<file path="config.mk">
export PLATFORM = sky130hd
export DESIGN_NAME = multicycle_ctrl
export DESIGN_NICKNAME = d
export VERILOG_FILES = /design/src/rtl/multicycle_ctrl_pkg.sv /design/src/rtl/mem_wait_timer.sv /design/src/rtl/multicycle_ctrl.sv
export SDC_FILE = /design/constraint.sdc
export NUM_CORES = 1
export LEC_CHECK = 0
export CAP_MARGIN = 5
export CORE_MARGIN = 4
export CORE_UTILIZATION = 61
export DETAILED_ROUTE_END_ITERATION = 10
export DONT_BUFFER_PORTS = 1
export GPL_TIMING_DRIVEN = 0
export PLACE_DENSITY_LB_ADDON = 0.05
export SETUP_SLACK_MARGIN = 0.1
export SLEW_MARGIN = 20
export SYNTH_ARGS = -nofsm -noshare
export SYNTH_HDL_FRONTEND = slang
export SYNTH_HIERARCHICAL = 1
export SYNTH_SLANG_ARGS = --single-unit
</file>
<file path="constraint.sdc">
create_clock -name Clock -period 2.2 [get_ports Clock]
set_input_delay 0.55 -clock Clock [delete_from_list [all_inputs] [get_ports Clock]]
set_output_delay 0.55 -clock Clock [all_outputs]
set_load 0.1 [all_outputs]
</file>
<file path="src/rtl/multicycle_ctrl_pkg.sv">
// Shared encodings for the multicycle controller: FSM states, opcodes and
// the datapath mux / ALU select codes driven by the controller.
package multicycle_ctrl_pkg;

  localparam int STATE_W = 4;
  localparam int OP_W    = 6;

  typedef enum logic [STATE_W-1:0] {
    S_FETCH  = 4'd0,
    S_DECODE = 4'd1,
    S_MEMADR = 4'd2,
    S_MEMRD  = 4'd3,
    S_MEMWB  = 4'd4,
    S_MEMWR  = 4'd5,
    S_EXEC   = 4'd6,
    S_RWB    = 4'd7,
    S_ADDIWB = 4'd8,
    S_BRANCH = 4'd9,
    S_JUMP   = 4'd10,
    S_HALT   = 4'd11
  } state_t;

  localparam logic [OP_W-1:0] OP_R    = 6'b000000;
  localparam logic [OP_W-1:0] OP_LW   = 6'b100011;
  localparam logic [OP_W-1:0] OP_SW   = 6'b101011;
  localparam logic [OP_W-1:0] OP_ADDI = 6'b001000;
  localparam logic [OP_W-1:0] OP_BEQ  = 6'b000100;
  localparam logic [OP_W-1:0] OP_J    = 6'b000010;

  localparam logic [1:0] ALU_ADD   = 2'd0;
  localparam logic [1:0] ALU_SUB   = 2'd1;
  localparam logic [1:0] ALU_FUNCT = 2'd2;

  localparam logic [1:0] SRCB_RDATA2 = 2'd0;
  localparam logic [1:0] SRCB_FOUR   = 2'd1;
  localparam logic [1:0] SRCB_IMM    = 2'd2;
  localparam logic [1:0] SRCB_IMM_SH = 2'd3;

  localparam logic [1:0] PC_ALU    = 2'd0;
  localparam logic [1:0] PC_ALUOUT = 2'd1;
  localparam logic [1:0] PC_JUMP   = 2'd2;

endpackage

</file>
<file path="src/rtl/mem_wait_timer.sv">
// Counts consecutive cycles a memory request is stalled; flags a timeout on
// the cycle the count would reach TIMEOUT.
module mem_wait_timer #(
  parameter int TIMEOUT = 15
) (
  input  logic Clock,
  input  logic Reset,
  input  logic busy,
  input  logic ready,
  output logic timeout
);
  localparam int CW = $clog2(TIMEOUT + 1);

  logic [CW-1:0] cnt;
  logic          waiting;

  assign waiting = busy & ~ready;
  assign timeout = waiting && (cnt == CW'(TIMEOUT - 1));

  // Held at zero outside a stall, so every memory state is entered with a clean count.
  always_ff @(posedge Clock or posedge Reset) begin
    if (Reset)         cnt <= '0;
    else if (!waiting) cnt <= '0;
    else if (!timeout) cnt <= cnt + 1'b1;
  end

endmodule

</file>
<file path="src/rtl/multicycle_ctrl.sv">
// Multicycle CPU control FSM: Moore outputs per state, with IR/PC loads in
// FETCH qualified by mem_ready, and a memory-stall watchdog that halts.
module multicycle_ctrl
  import multicycle_ctrl_pkg::*;
#(
  parameter int MEM_TIMEOUT = 15,
  parameter int OP_BITS     = 6
) (
  input  logic               Clock,
  input  logic               Reset,
  input  logic [OP_BITS-1:0] opcode,
  input  logic               mem_ready,
  output logic               mem_req,
  output logic               mem_we,
  output logic               iord,
  output logic               ir_write,
  output logic               pc_write,
  output logic               pc_write_cond,
  output logic               reg_write,
  output logic               reg_dst,
  output logic               mem_to_reg,
  output logic               alu_src_a,
  output logic [1:0]         alu_src_b,
  output logic [1:0]         alu_op,
  output logic [1:0]         pc_src,
  output logic               illegal_op,
  output logic               mem_err,
  output logic [3:0]         state
);
  localparam logic [OP_BITS-1:0] OPC_R    = OP_BITS'(OP_R);
  localparam logic [OP_BITS-1:0] OPC_LW   = OP_BITS'(OP_LW);
  localparam logic [OP_BITS-1:0] OPC_SW   = OP_BITS'(OP_SW);
  localparam logic [OP_BITS-1:0] OPC_ADDI = OP_BITS'(OP_ADDI);
  localparam logic [OP_BITS-1:0] OPC_BEQ  = OP_BITS'(OP_BEQ);
  localparam logic [OP_BITS-1:0] OPC_J    = OP_BITS'(OP_J);

  state_t             state_q, state_n;
  logic [OP_BITS-1:0] op_q;
  logic               legal, timeout;

  assign legal = opcode inside {OPC_R, OPC_LW, OPC_SW, OPC_ADDI, OPC_BEQ, OPC_J};
  assign state = state_q;

  mem_wait_timer #(.TIMEOUT(MEM_TIMEOUT)) u_timer (
    .Clock   (Clock),
    .Reset   (Reset),
    .busy    (mem_req),
    .ready   (mem_ready),
    .timeout (timeout)
  );

  always_ff @(posedge Clock or posedge Reset) begin
    if (Reset) state_q <= S_FETCH;
    else       state_q <= state_n;
  end

  // MEMADR is shared by LW/SW/ADDI, so the opcode seen in DECODE is kept.
  always_ff @(posedge Clock or posedge Reset) begin
    if (Reset)                   op_q <= '0;
    else if (state_q == S_DECODE) op_q <= opcode;
  end

  always_ff @(posedge Clock or posedge Reset) begin
    if (Reset)        mem_err <= 1'b0;
    else if (timeout) mem_err <= 1'b1;
  end

  always_comb begin
    state_n = state_q;
    case (state_q)
      S_FETCH:  if (timeout) state_n = S_HALT;
                else if (mem_ready) state_n = S_DECODE;
      S_DECODE: begin
        state_n = S_FETCH;
        if (opcode == OPC_LW || opcode == OPC_SW || opcode == OPC_ADDI) state_n = S_MEMADR;
        else if (opcode == OPC_R)   state_n = S_EXEC;
        else if (opcode == OPC_BEQ) state_n = S_BRANCH;
        else if (opcode == OPC_J)   state_n = S_JUMP;
      end
      S_MEMADR: begin
        if (op_q == OPC_LW)      state_n = S_MEMRD;
        else if (op_q == OPC_SW) state_n = S_MEMWR;
        else                     state_n = S_ADDIWB;
      end
      S_MEMRD:  if (timeout) state_n = S_HALT;
                else if (mem_ready) state_n = S_MEMWB;
      S_MEMWR:  if (timeout) state_n = S_HALT;
                else if (mem_ready) state_n = S_FETCH;
      S_EXEC:   state_n = S_RWB;
      S_MEMWB, S_RWB, S_ADDIWB, S_BRANCH, S_JUMP: state_n = S_FETCH;
      S_HALT:   state_n = S_HALT;
      default:  state_n = S_FETCH;
    endcase
  end

  always_comb begin
    mem_req       = 1'b0;
    mem_we        = 1'b0;
    iord          = 1'b0;
    ir_write      = 1'b0;
    pc_write      = 1'b0;
    pc_write_cond = 1'b0;
    reg_write     = 1'b0;
    reg_dst       = 1'b0;
    mem_to_reg    = 1'b0;
    alu_src_a     = 1'b0;
    alu_src_b     = SRCB_RDATA2;
    alu_op        = ALU_ADD;
    pc_src        = PC_ALU;
    illegal_op    = 1'b0;
    case (state_q)
      S_FETCH: begin
        mem_req   = 1'b1;
        alu_src_b = SRCB_FOUR;
        ir_write  = mem_ready;
        pc_write  = mem_ready;
      end
      S_DECODE: begin
        alu_src_b  = SRCB_IMM_SH;
        illegal_op = ~legal;
      end
      S_MEMADR: begin
        alu_src_a = 1'b1;
        alu_src_b = SRCB_IMM;
      end
      S_MEMRD: begin
        mem_req = 1'b1;
        iord    = 1'b1;
      end
      S_MEMWR: begin
        mem_req = 1'b1;
        iord    = 1'b1;
        mem_we  = 1'b1;
      end
      S_MEMWB: begin
        reg_write  = 1'b1;
        mem_to_reg = 1'b1;
      end
      S_EXEC: begin
        alu_src_a = 1'b1;
        alu_op    = ALU_FUNCT;
      end
      S_RWB: begin
        reg_write = 1'b1;
        reg_dst   = 1'b1;
      end
      S_ADDIWB: reg_write = 1'b1;
      S_BRANCH: begin
        alu_src_a     = 1'b1;
        alu_op        = ALU_SUB;
        pc_src        = PC_ALUOUT;
        pc_write_cond = 1'b1;
      end
      S_JUMP: begin
        pc_src   = PC_JUMP;
        pc_write = 1'b1;
      end
      default: ;
    endcase
  end

endmodule

</file>
==> results of run 1 <==
[timing repair]
action                     4_1_cts
pin swaps                       15
setup endpoints to repair       26
gates resized for setup         36
buffers inserted                14
[cell usage after synthesis, types with 2 or more instances]
cell | n | area [um2]
a211oi_1 | 5 | 37.5
a211oi_2 | 2 | 25.0
a21boi_0 | 2 | 15.0
a21oi_1 | 6 | 30.0
a31oi_1 | 2 | 12.5
and3_1 | 3 | 18.8
buf_2 | 3 | 15.0
buf_4 | 3 | 22.5
dfrtp_1 | 15 | 375
ha_1 | 2 | 25.0
inv_1 | 7 | 26.3
mux2_2 | 6 | 67.6
nand2_1 | 8 | 30.0
nand2b_1 | 8 | 50.1
nand3_1 | 3 | 15.0
nor2_1 | 17 | 63.8
nor2b_1 | 2 | 12.5
nor3_1 | 3 | 15.0
o211ai_1 | 3 | 22.5
o21ai_0 | 6 | 30.0
or2_2 | 3 | 18.8
or3b_1 | 2 | 17.5
[metrics by stage]
step | hold slack, ps | area [um2] | cells | setup slack, ps
detailed placement | 333 | 1360 | 158 | -630
global placement | 325 | 1360 | 158 | -562
CTS | 25.2 | 1650 | 176 | -592
floorplan | 316 | 1330 | 133 | -365
[kinds of logic after synthesis]
family	count (synthesis)	share of synthesized area, %
and+or+nand+nor	60	29.9
AOI/OAI and AO/OA	35	21.8
DFF	15	33.3
buffers and inverters	14	5.99
muxes	6	5.99
adders and majority gates	2	2.22
xor gates and xnor gates	1	0.776
==> run metrics, run 1 <==
outcome=stopped before the end; stage reached=global routing (5_1_grt); First Error=[ERROR DPL-0038] Utilization greater than 100%, impossible to legalize; number of H-tree levels=1; fraction of registers with async set or reset after synthesis=100%; Post-Synthesis Cell Area=around 0.0011 mm2; vertical extent of the die=51.0 um; endpoint with the least setup slack after the last global-route repair=state[0]$_DFFE_PP0P_/D; num rows=15; pin count of the biggest net entering global routing=12; synthesized net count=144; HPWL Detailed=~2000 um; Top-Level Pins=31; number of distinct library cells after synthesis=44; hold_buf cts=0; initial core utilization=64.7%; width of the die=around 51 um; cell at the root of the clock tree=clkbuf_4; warnings from Yosys=6; maximum buffer depth of the clock tree=2; most common flop cell mapped by yosys=dfrtp_1; TritonCTS sink count=15; count of flip-flops with a built-in enable after synthesis=0; share of synthesized area occupied by flip-flops and latches=33.3%; synthesized instance count=~130; Routability Congestion=0.896; clock buffer count from CTS=3; synthesized area divided by synthesized cell count=8.49 um2; worst-path endpoint category=register data pin; number of buffer cells added on primary ports=0; synthesized flop and latch total=15
==> inputs of run 2 (changes only) <==
--- a/config.mk
+++ b/config.mk
@@ -6,13 +6,12 @@
 export NUM_CORES = 1
 export LEC_CHECK = 0
 export CAP_MARGIN = 5
-export CORE_MARGIN = 4
-export CORE_UTILIZATION = 61
+export CORE_AREA = 4 4 65 67
 export DETAILED_ROUTE_END_ITERATION = 10
+export DIE_AREA = 0 0 69 71
 export DONT_BUFFER_PORTS = 1
 export GPL_TIMING_DRIVEN = 0
-export PLACE_DENSITY_LB_ADDON = 0.05
-export SETUP_SLACK_MARGIN = 0.1
+export PLACE_DENSITY_LB_ADDON = 0.15
 export SLEW_MARGIN = 20
 export SYNTH_ARGS = -nofsm -noshare
 export SYNTH_HDL_FRONTEND = slang
==> run metrics, run 2 <==
outcome=finished with violations; failing checks=negative setup slack; area delta synth->final=48.7%; startpoint type of the worst setup path=flip-flop; number of flip-flops under the largest register name=6; maximum buffer depth of the clock tree=2 (unchanged); Post-Synthesis Cell Area=0.00113 mm2 (unchanged); Largest Register=op_q; fraction of registers with async set or reset after synthesis=100% (unchanged); Max-Slew Margin vs Limit=33.4%; vias post-DR=1084; synthesized area divided by synthesized cell count=8.49 um2 (unchanged); TritonCTS clock tree=done; worst flop-to-flop path startpoint=state[0]$_DFFE_PP0P_; Routability Congestion=0.819 (-8.6%); Tmin final=2740 ps; ratio of routed vias to standard cells=5.34; crit path capture=pc_write; DRC violations left=0; warnings from Yosys=6 (unchanged); fmax=~370 MHz; clock buffer count from CTS=3 (unchanged); power per standard cell area=1170 mW/mm2; most common cell in the netlist=nor2_1; width of the die=69 um (+35%); LEAKAGE=0.000626 uW; TritonCTS sink count=15 (unchanged); register clock-pin slew on the reported worst setup and hold paths=approximately 60 ps; final core utilization=about 46%; number of antenna violations at the first check in global routing=0; fraction of final layout cells sized beyond drive strength 1=48.4%; initial core utilization=31.1% (-34 points); area leader, netlist=dfrtp_1; first-pass GRT wire length=5350 um; number of H-tree levels=1 (unchanged); Top-Level Pins=31 (unchanged); GRT Total Usage=13.1%; routed length per instance=15.8 um; max-capacitance violation count=0; pin slew with the least headroom to its limit=996 ps; RSZ-0062 raised after global routing=yes; Post-Route WL=approximately 3200 um; Final Max Tran Viols=0; highest net fanout along the worst path=8; count of flip-flops with a built-in enable after synthesis=0 (unchanged); Clock Skews=4.25 ps; sum of overflow across all layers after global routing=0; final cell count without fillers=between 200 and 250; list of most frequent post-synthesis cells=17 x nor2_1, 15 x dfrtp_1, 8 x nand2_1, 8 x nand2b_1, 7 x inv_1; synth top area cells=dfrtp_1 33%, mux2_2 6.0%, nor2_1 5.7%, nand2b_1 4.4%, a211oi_1 3.3%; leading cell types in the layout, fill and taps excluded=11 x dfrtp_1, 11 x buf_4, 8 x nor2_1; vias in the first global route=1090; antenna fix cells=0; synthesized flop and latch total=15 (unchanged); required time of the critical path=1650 ps; net count reported at finish=~170; worst setup path class=reg -> out; Final Hold Violating Endpoints=0; HPWL Detailed=2300 um (+12%); core box area=~0.0036 mm2; Final Worst Setup Slack=-536 ps; cell at the root of the clock tree=clkbuf_8; pin count of the biggest net entering global routing=12; number of nets with antenna violations after routing=0; portion of the clock cycle consumed by the worst path in the final layout=124%; most common flop cell mapped by yosys=dfrtp_1; worst reg2reg path endpoint=state[2]$_DFFE_PP0P_; cell count of the worst reg-to-reg path=9; reg-to-reg slack, setup=-500 ps; type of the tightest min-delay check=in -> async; synthesized net count=144 (unchanged); die footprint=0.00490 mm2; insertion delay of the later-clocked pin in the worst-skew pair=240 ps; synthesized instance count=133 (unchanged); num rows=22 (+7); maximum resistive drop on vdd=0.000543 V; share of synthesized area occupied by flip-flops and latches=33.3% (unchanged); # placed instances=181 (+15%); final setup violation count=26; hold_buf cts=0 (unchanged); vertical extent of the die=71 um (+39%); crit end category=primary output; number of distinct library cells after synthesis=44 (unchanged); iteration-0 DRC count of the detailed router=43; number of buffer cells added on primary ports=0 (unchanged); worst setup path startpoint=state[2]$_DFFE_PP0P_; worst endpoint data arrival time=~2200 ps; number of iterations in the first detailed-routing pass=4; Worst Hold Slack=about 69 ps; share of the synthesized area in the top cell type=33.3% (unchanged)
-- run 2: cell counts after synthesis --
No cell type changed its count.
-- run 2: where the power goes --
part | switching (uW) | internal [uW]
clock | 92.3 | 125
combinational | 786 | 405
sequential | 180 | 367
total | 1060 | 897
-- run 2: kinds of logic after synthesis --
| kind of cell | Yosys count | share of synthesized area [%] |
|---|---|---|
| AOI/OAI and AO/OA | 35 | 21.8 |
| adders and majority gates | 2 | 2.22 |
| DFF | 15 | 33.3 |
| and+or+nand+nor | 60 | 29.9 |
| buffers and inverters | 14 | 5.99 |
| xor gates and xnor gates | 1 | 0.776 |
| muxes | 6 | 5.99 |
-- run 2: worst min path at each step --
stage | slack [ps] | end | start
floorplan | 320 | u_timer/cnt[0]$_DFFE_PP0P_ | Reset
global placement | 320 | u_timer/cnt[1]$_DFFE_PP0P_ | Reset
detailed placement | 330 | u_timer/cnt[1]$_DFFE_PP0P_ | Reset
CTS | 70 | u_timer/cnt[1]$_DFFE_PP0P_ | Reset
global route | 70 | u_timer/cnt[1]$_DFFE_PP0P_ | Reset
finish | 70 | u_timer/cnt[1]$_DFFE_PP0P_ | Reset
-- run 2: layout make-up --
class / count / area [um2]
inverters: 7 / 26.3
multi-input cells: 104 / 903
fillers: 352 / 1960
well taps: 48 / 60.1
repair buffers: 18 / 158
flip-flops and latches: 15 / 390
plain buffers: 7 / 93.8
clock inverters: 1 / 5.00
clock buffers: 3 / 41.3
-- run 2: what timing repair did --
| item | CTS | global route |
|---|---|---|
| setup endpoints to repair | 26 | 26 |
| setup buffers | 11 | 7 |
| pin swaps | 16 | 6 |
| gates resized for setup | 27 | 2 |
-- run 2: worst max-delay path, stage by stage (launching register included) --
cell and delay, ps:
dfrtp_4 640, buf_8 200, nand2b_4 160, nor2_4 500, or2_4 430
-- run 2: metrics by stage --
| step | worst slack [ps] | instance area, um2 | setup TNS, ps | power, uW |
|---|---|---|---|---|
| floorplan | -376 | 1320 | -3080 | 1430 |
| global placement | -610 | 1380 | -5360 | 1530 |
| detailed placement | -616 | 1380 | -5480 | 1540 |
| CTS | -550 | 1620 | -8200 | 1890 |
| global route | -609 | 1680 | -9420 | 2050 |
| finish | -536 | 1680 | -7760 | 1960 |
-- run 2: metal layers --
layer / GRT usage, % / part of all wire (%) / vias up
met2: 20.6 / 46 / 36
met1: 17.5 / 47 / 517
met3: 3.27 / 6.5 / 4
met4: 4.77 / 0.91 / 0
met5: 0 / 0 / -
li1: - / - / 527
(Power assumes the default switching activity.)
